<file path="config.mk">
export PLATFORM = sky130hd
export DESIGN_NAME = cpu86_mem_sram_bridge
export DESIGN_NICKNAME = d
export VERILOG_FILES = /design/src/rtl/cpu86_mem_sram_bridge.sv
export SDC_FILE = /design/constraint.sdc
export NUM_CORES = 1
export LEC_CHECK = 0
export BUFFER_PORTS_ARGS = -buffer_cell sky130_fd_sc_hd__clkbuf_2
export CAP_MARGIN = 10
export CORE_ASPECT_RATIO = 1.75
export CORE_MARGIN = 4
export CORE_UTILIZATION = 46
export DETAILED_ROUTE_END_ITERATION = 10
export PLACE_DENSITY_LB_ADDON = 0.25
export SETUP_SLACK_MARGIN = 0.4
export SYNTH_ARGS = -nofsm -noshare
export SYNTH_HDL_FRONTEND = slang
export SYNTH_SLANG_ARGS = --single-unit
</file>
<file path="constraint.sdc">
create_clock -name clk -period 3.6 [get_ports clk]
set_input_delay 0.18 -clock clk [delete_from_list [all_inputs] [get_ports clk]]
set_output_delay 0.18 -clock clk [all_outputs]
set_load 0.01 [all_outputs]
</file>
<file path="src/rtl/cpu86_mem_sram_bridge.sv">
// cpu86 memory-port slave that runs each 64-bit request on a single-port
// synchronous SRAM, with optional wait states, and returns read data on a
// 32-bit response stream that has no backpressure.
//
// state     | meaning
// ----------|------------------------------------------------------------
// ST_IDLE   | ready for a request; a handshake latches the request fields
// ST_WAIT   | burning wait states; the counter counts down to zero
// ST_ACCESS | SRAM strobe cycle; with no wait states a new request may chain
module cpu86_mem_sram_bridge #(
    parameter int ADDR_W      = 18,
    parameter int WAIT_STATES = 0,
    parameter int RD_LATENCY  = 1
) (
    input  logic              clk,
    input  logic              resetn,
    input  logic              s_axis_req_tvalid,
    output logic              s_axis_req_tready,
    input  logic [63:0]       s_axis_req_tdata,
    output logic              m_axis_res_tvalid,
    output logic [31:0]       m_axis_res_tdata,
    output logic              ram_en,
    output logic              ram_we,
    output logic [3:0]        ram_be,
    output logic [ADDR_W-1:0] ram_addr,
    output logic [31:0]       ram_wdata,
    input  logic [31:0]       ram_rdata
);

    typedef enum logic [1:0] {
        ST_IDLE   = 2'd0,
        ST_WAIT   = 2'd1,
        ST_ACCESS = 2'd2
    } state_t;

    localparam bit         NO_WAIT   = (WAIT_STATES == 0);
    localparam logic [3:0] WAIT_LOAD = NO_WAIT ? 4'd0 : 4'(WAIT_STATES - 1);

    state_t                state_q, state_d;
    logic [3:0]            wait_cnt_q, wait_cnt_d;
    logic                  ready_en_q;
    logic                  hs;
    logic                  acc_start;
    logic                  use_req;

    logic                  req_wr;
    logic [3:0]            req_be;
    logic [ADDR_W-1:0]     req_addr;
    logic [31:0]           req_wdata;

    logic                  lat_wr;
    logic [3:0]            lat_be;
    logic [ADDR_W-1:0]     lat_addr;
    logic [31:0]           lat_wdata;

    logic                  src_wr;
    logic [3:0]            src_be;
    logic [ADDR_W-1:0]     src_addr;
    logic [31:0]           src_wdata;

    logic [RD_LATENCY-1:0] rd_pend_q;
    logic                  unused_tdata;

    // Byte-address bits [1:0] and the reserved fields carry no meaning here.
    assign req_wr       = s_axis_req_tdata[63];
    assign req_be       = s_axis_req_tdata[59:56];
    assign req_addr     = s_axis_req_tdata[ADDR_W+33:34];
    assign req_wdata    = s_axis_req_tdata[31:0];
    assign unused_tdata = ^{s_axis_req_tdata[62:60], s_axis_req_tdata[55:52],
                            s_axis_req_tdata[33:32]};

    // With no wait states the access is issued straight from the bus fields,
    // otherwise from the copy latched at the handshake.
    assign src_wr    = use_req ? req_wr    : lat_wr;
    assign src_be    = use_req ? req_be    : lat_be;
    assign src_addr  = use_req ? req_addr  : lat_addr;
    assign src_wdata = use_req ? req_wdata : lat_wdata;

    // Registered ready enable keeps tready low through reset and for the release edge.
    always_ff @(posedge clk or negedge resetn) begin
        if (!resetn) ready_en_q <= 1'b0;
        else         ready_en_q <= 1'b1;
    end

    // FSM state and wait counter registers.
    always_ff @(posedge clk or negedge resetn) begin
        if (!resetn) begin
            state_q    <= ST_IDLE;
            wait_cnt_q <= 4'd0;
        end else begin
            state_q    <= state_d;
            wait_cnt_q <= wait_cnt_d;
        end
    end

    // FSM next-state, handshake and access-start decode.
    always_comb begin
        state_d           = state_q;
        wait_cnt_d        = wait_cnt_q;
        s_axis_req_tready = 1'b0;
        hs                = 1'b0;
        acc_start         = 1'b0;
        use_req           = 1'b0;
        case (state_q)
            ST_IDLE: begin
                s_axis_req_tready = ready_en_q;
                if (s_axis_req_tvalid && ready_en_q) begin
                    hs = 1'b1;
                    if (NO_WAIT) begin
                        state_d   = ST_ACCESS;
                        acc_start = 1'b1;
                        use_req   = 1'b1;
                    end else begin
                        state_d    = ST_WAIT;
                        wait_cnt_d = WAIT_LOAD;
                    end
                end
            end
            ST_WAIT: begin
                if (wait_cnt_q == 4'd0) begin
                    state_d   = ST_ACCESS;
                    acc_start = 1'b1;
                end else begin
                    wait_cnt_d = wait_cnt_q - 4'd1;
                end
            end
            ST_ACCESS: begin
                state_d = ST_IDLE;
                if (NO_WAIT) begin
                    s_axis_req_tready = ready_en_q;
                    if (s_axis_req_tvalid && ready_en_q) begin
                        hs        = 1'b1;
                        state_d   = ST_ACCESS;
                        acc_start = 1'b1;
                        use_req   = 1'b1;
                    end
                end
            end
            default: state_d = ST_IDLE;
        endcase
    end

    // Capture the request fields on every handshake.
    always_ff @(posedge clk or negedge resetn) begin
        if (!resetn) begin
            lat_wr    <= 1'b0;
            lat_be    <= 4'd0;
            lat_addr  <= '0;
            lat_wdata <= 32'd0;
        end else if (hs) begin
            lat_wr    <= req_wr;
            lat_be    <= req_be;
            lat_addr  <= req_addr;
            lat_wdata <= req_wdata;
        end
    end

    // Registered SRAM port; a write with no byte lanes still sequences but never strobes.
    always_ff @(posedge clk or negedge resetn) begin
        if (!resetn) begin
            ram_en    <= 1'b0;
            ram_we    <= 1'b0;
            ram_be    <= 4'd0;
            ram_addr  <= '0;
            ram_wdata <= 32'd0;
        end else if (acc_start) begin
            ram_en    <= src_wr ? (src_be != 4'd0) : 1'b1;
            ram_we    <= src_wr;
            ram_be    <= src_wr ? src_be : 4'hF;
            ram_addr  <= src_addr;
            ram_wdata <= src_wdata;
        end else begin
            ram_en <= 1'b0;
            ram_we <= 1'b0;
        end
    end

    // Read-pending pipe tracks when SRAM read data becomes valid.
    always_ff @(posedge clk or negedge resetn) begin
        if (!resetn) begin
            rd_pend_q <= '0;
        end else begin
            rd_pend_q[0] <= ram_en & ~ram_we;
            for (int i = 1; i < RD_LATENCY; i++) rd_pend_q[i] <= rd_pend_q[i-1];
        end
    end

    // Response register: one pulse per read, data held between pulses.
    always_ff @(posedge clk or negedge resetn) begin
        if (!resetn) begin
            m_axis_res_tvalid <= 1'b0;
            m_axis_res_tdata  <= 32'd0;
        end else begin
            m_axis_res_tvalid <= rd_pend_q[RD_LATENCY-1];
            if (rd_pend_q[RD_LATENCY-1]) m_axis_res_tdata <= ram_rdata;
        end
    end

endmodule
</file>
=== After elaboration in Yosys (flattened, before gate mapping) ===
Index checks and enable logic that the tools add are counted.

* Bits in registers: 152
* Logic and storage cells: 47

* Add/sub/neg operators: 1
* Eq/ne operators: 4
* Mux-type cells: 17
* Bitwise operators: 3
* Reduce and logical (&&, ||, !) cells: 7

{| class="wikitable"
|+ Operators by type and width
! operator !! count
|-
| $mux W32 || 1
|-
| $mux W18 || 1
|-
| $mux W1 || 8
|-
| $mux W4 || 2
|-
| $mux W2 || 3
|-
| $pmux W2 S3 || 1
|-
| $logic_not A4 Y1 || 1
|-
| $ne A2 B2 Y1 const B || 2
|-
| $reduce_and A2 Y1 || 2
|-
| $reduce_bool A4 Y1 || 1
|-
| $sub A4 B1 Y4 const B || 1
|-
| $eq A2 B1 Y1 const B || 1
|-
| $eq A2 B2 Y1 const B || 1
|-
| $logic_not A2 Y1 || 1
|-
| $not A1 Y1 || 2
|-
| $pmux W1 S2 || 1
|-
| $reduce_or A2 Y1 || 1
|-
| $and A1 B1 Y1 || 1
|-
| $logic_and A1 B1 Y1 || 1
|}

=== Logic depth before layout (Yosys ltp) ===
* Word-level depth: 7
* Depth in mapped cells: 4

=== Least setup slack after synthesis ===
Ideal clock, no wire load.

* Path type: register to register
* Start point: register ready_en_q
* End point: register ram_addr[0]
* Arrival: 1.021 ns
* Data required time: 3.482 ns
* Slack: 2.460 ns
* Stages on the path, launching flop included: 5
* Period minus slack after synthesis: 1.140 ns
* Cell sequence: dfrtp_1 > buf_2 > buf_2 > and3_1 > a21o_1

* Cells in the longest elaborated chain, start to end: 4

{| class="wikitable"
|+ Ends and longest elaborated chain
! item !! line !! source
|-
| start, declared || 41 || <nowiki>logic ready_en_q;</nowiki>
|-
| start signal, assigned || 81 || <nowiki>if (!resetn) ready_en_q <= 1'b0;</nowiki>
|-
| start signal, assigned || 82 || <nowiki>else ready_en_q <= 1'b1;</nowiki>
|-
| $logic_and A1 B1 Y1 * || 107, 131 ||
|-
| $mux W1 * || 131 || <nowiki>if (s_axis_req_tvalid && ready_en_q) begin</nowiki>
|-
| $mux W1 || - ||
|-
| $mux W18 || - ||
|-
| end signal, assigned || 170 || <nowiki>ram_addr <= src_addr;</nowiki>
|-
| end, declared || 25 || <nowiki>output logic [ADDR_W-1:0] ram_addr,</nowiki>
|}

Mark *: on every way between the ends. The rest lies on a longest branch, timed or not.
A chain may end at the register's enable or synchronous reset.

=== Final worst setup path ===
* Start point: register ready_en_q
* End point: output s_axis_req_tready

* Cells in the longest elaborated chain, start to end: 1

{| class="wikitable"
|+ Ends and longest elaborated chain
! item !! line !! source
|-
| $mux W1 || - ||
|-
| end, declared || 18 || <nowiki>output logic s_axis_req_tready,</nowiki>
|}

No other way between the ends.

==> impl_results.md <==
* Reg-to-reg setup timing slack at 2120 ps
* Post-synthesis mux area share at 0.102
* Family with the most delay on the worst path: buffers and inverters
* Core area at 7510 um^2
* Initial drt markers at 70
* Final cell count without fillers at 529
* Fin crit share at 0.422
* Worst reg2reg path depth at 2
* First-pass GRT wire length at 12,300 um
* GRT Resource Usage Total at 0.178
* Die Ht at 124 um
* Register share of total power at 0.455
* YS warnings at 0
* Logic pwr share at 0.173
* Placed inst area at 4460 um^2
* Number of fill cells at 597
* CP Data Required Time at 3420 ps
* CP startpoint kind: flip-flop
* Slowest cell on the critical path: buf_4
* Post-Synth Simple-Gate Area at 0.0972
* H-Tree Depth at 3
* Clock latency on the worst-skew pair at 330 ps
* Adder-Cell Fraction of Synth Area at 0
* Cell area after synthesis at 3540 um^2
* Top post-synthesis cells by area: dfrtp_1, a21o_1, mux2_2, and3_1, buf_2
* Pleak at 2.90 nW
* Kind of critical path: flip-flop to output port
* Worst Tran Pin Value at 980 ps
* Reg2reg start: ready_en_q
* Final wirelength at 8300 um
* WP data arrival at 1340 ps
* Most common cell after layout, fill and taps aside: clkbuf_2
* Worst vdd ir at 474 uV
* Global route overflow at 0
* Initial Util at 0.471
* Total negative slack at 0 ps
* Yosys top cell area share at 0.643
* Max Cap Viol at 0
* Post-DRT Antenna Nets at 0
* Vias in the first global route at 2,620
* CTS Buf Count at 9
* Post-synth top area cell: dfrtp_1
* Int Pwr at 2.05 mW
* Final Hold Fails at 0
* Ports at 189
* Port bufs at 179
* Final WS setup at 2080 ps
* Placed cells at 511
* Slew margin rel. at 0.344
* RSZ-0062 raised after global routing: no
* F_max at 0.658 GHz
* Post-CTS setup buffers at 0
* Clock Skew at 3.62 ps
* XOR/XNOR Fraction of Synth Area at 0
* Rows at 42
* DRT Pass-1 Iters at 4
* Worst Hold Endpoint: m_axis_res_tdata[4]
* Bufs and invs on worst path at 2
* Syn_nets at 363
* Pre-CTS setup slack at 1860 ps
* Largest stage delay, worst path at 420 ps
* Area grow syn2layout at 36.2%
* CTS tree: done
* Combinational family with the most area after synthesis: compound AO/OA/AOI/OAI gates
* FF-to-FF End: ram_en
* Via density at 5.06
* Initial antenna violation count at 0
* Fin util at 0.642
* Most frequent cells in the layout: clkbuf_2, dfrtp_1, and3_1
* Syn avg cell area at 13.4 um^2
* Status: finished clean
* Clock root buffer: clkbuf_16
* Ant. Diodes at 0
* CP Max Fanout at 57
* Area fraction in compound gates after synthesis at 0.121
* Via count at 2,676
* Largest net degree at the start of global routing at 69
* Psw at 0.676 mW
* Crit-path cells: buf_4 > clkbuf_2
* Crit. End Element: output port
* Hold Path Depth at 2
* Switching Fraction at 0.248
* Number of register bits inferred by synthesis at 91
* Power share of the clock group at 0.373
* Design area at 4820 um^2
* Fin. max-slew vios at 0
* Ratio of cells with drive above 1 in the final layout at 0.519
* Clk slew on worst S/H paths at 60 ps
* Critical path depth in cells at 2
* Die area at 9220 um^2
* Synthesized instance count at 264
* Yosys cell types at 16
* RD Place Congestion at 0.767
* Clk sinks at 91
* Detail Placement HPWL at 5760 um
* Min-Delay Startpoint: ram_rdata[4]
* Die Span X at 74.3 um
* Hold Crit Class: input pin to flip-flop
* CTS Buffer Depth at 2
* DR WL/cell at 15.7 um
* Sequential share of the synthesized area at 0.643
* Setup-failing EPs final at 0
* Fin crit period at 1520 ps
* Nets at 535
* Residual DRC count at 0
* Power per Cell Area at 565 nW/um^2
==> worst reg2reg max path: stages, from the launching register on <==
cell and delay [ps]:
dfrtp_1 360, nand2_2 550, a41oi_1 460
==> repair_timing <==
item                                   in CTS  in global routing
hold buffers                                1                  0
gates resized for setup                     0                  0
endpoints found under the hold margin      55                  0
==> Yosys cell counts <==
master and count:
a21o_1 50, a21oi_1 5, a31oi_1 3, a41oi_1 1, and2_1 1, and3_1 51, buf_2 12, buf_4 4
clkbuf_1 7, conb_1 1, dfrtp_1 91, inv_1 3, mux2_1 2, mux2_2 30, nand2_2 1, nor2b_1 2
==> cell type report <==
| class | instances | area (um^2) | area share |
|---|---|---|---|
| timing repair buffer | 184 | 958 | 0.199 |
| tap | 88 | 110 | 0.0228 |
| clock inverter | 4 | 72.6 | 0.0150 |
| inverter | 3 | 11.3 | 0.00234 |
| sequential | 91 | 2280 | 0.472 |
| clock buffer | 12 | 256 | 0.0532 |
| multi-input combinational | 147 | 1140 | 0.236 |
==> stage by stage <==
stage | power (mW) | hold slack (ps)
after floorplan | 1.49 | -116
after global placement | 1.72 | 331
after detailed placement | 1.74 | 341
after CTS | 2.76 | 51.4
after global routing | 2.86 | 59.9
final | 2.72 | 65.1
==> worst max path at each step <==
stage / startpoint / end / slack, ps
detailed placement: rd_pend_q / m_axis_res_tdata[29] / 1860
global placement: rd_pend_q / m_axis_res_tdata[18] / 1900
floorplan: ready_en_q / ram_addr[0] / 2460
global route: ready_en_q / s_axis_req_tready / 1990
finish: ready_en_q / s_axis_req_tready / 2080
CTS: rd_pend_q / m_axis_res_tdata[29] / 1860
==> power by group through the flow <==
stage,registers [mW],clock network [mW],logic [mW]
2_1_floorplan,1.32,0,0.166
3_3_place_gp,1.26,0,0.461
3_5_place_dp,1.26,0,0.472
4_1_cts,1.25,1.04,0.474
5_1_grt,1.25,1.08,0.520
6_report,1.24,1.02,0.470
==> routing by layer <==
layer	wire length [um]	share of wire	vias up	GRT usage
met1	3130	0.38	1269	0.203
met3	919	0.11	8	0.0727
met4	102	0.012	0	0.0690
met2	4150	0.50	125	0.294
li1	-	-	1274	-
met5	0	0	-	0
==> flip-flops by register name (all words and copies together) (netlist names) <==
name               flops
m_axis_res_tdata      32
m_axis_res_tvalid      1
ram_addr              18
ram_be                 4
ram_en                 1
ram_wdata             32
ram_we                 1
rd_pend_q              1
ready_en_q             1
==> cells by family after synthesis <==
kind of cell           Yosys count
AND/OR/NAND/NOR                 55
AO/OA/AOI/OAI                   59
other                            1
buffers and inverters           26
multiplexers                    32
flip-flops                      91
No activity file was read; power rests on OpenSTA's default activity.
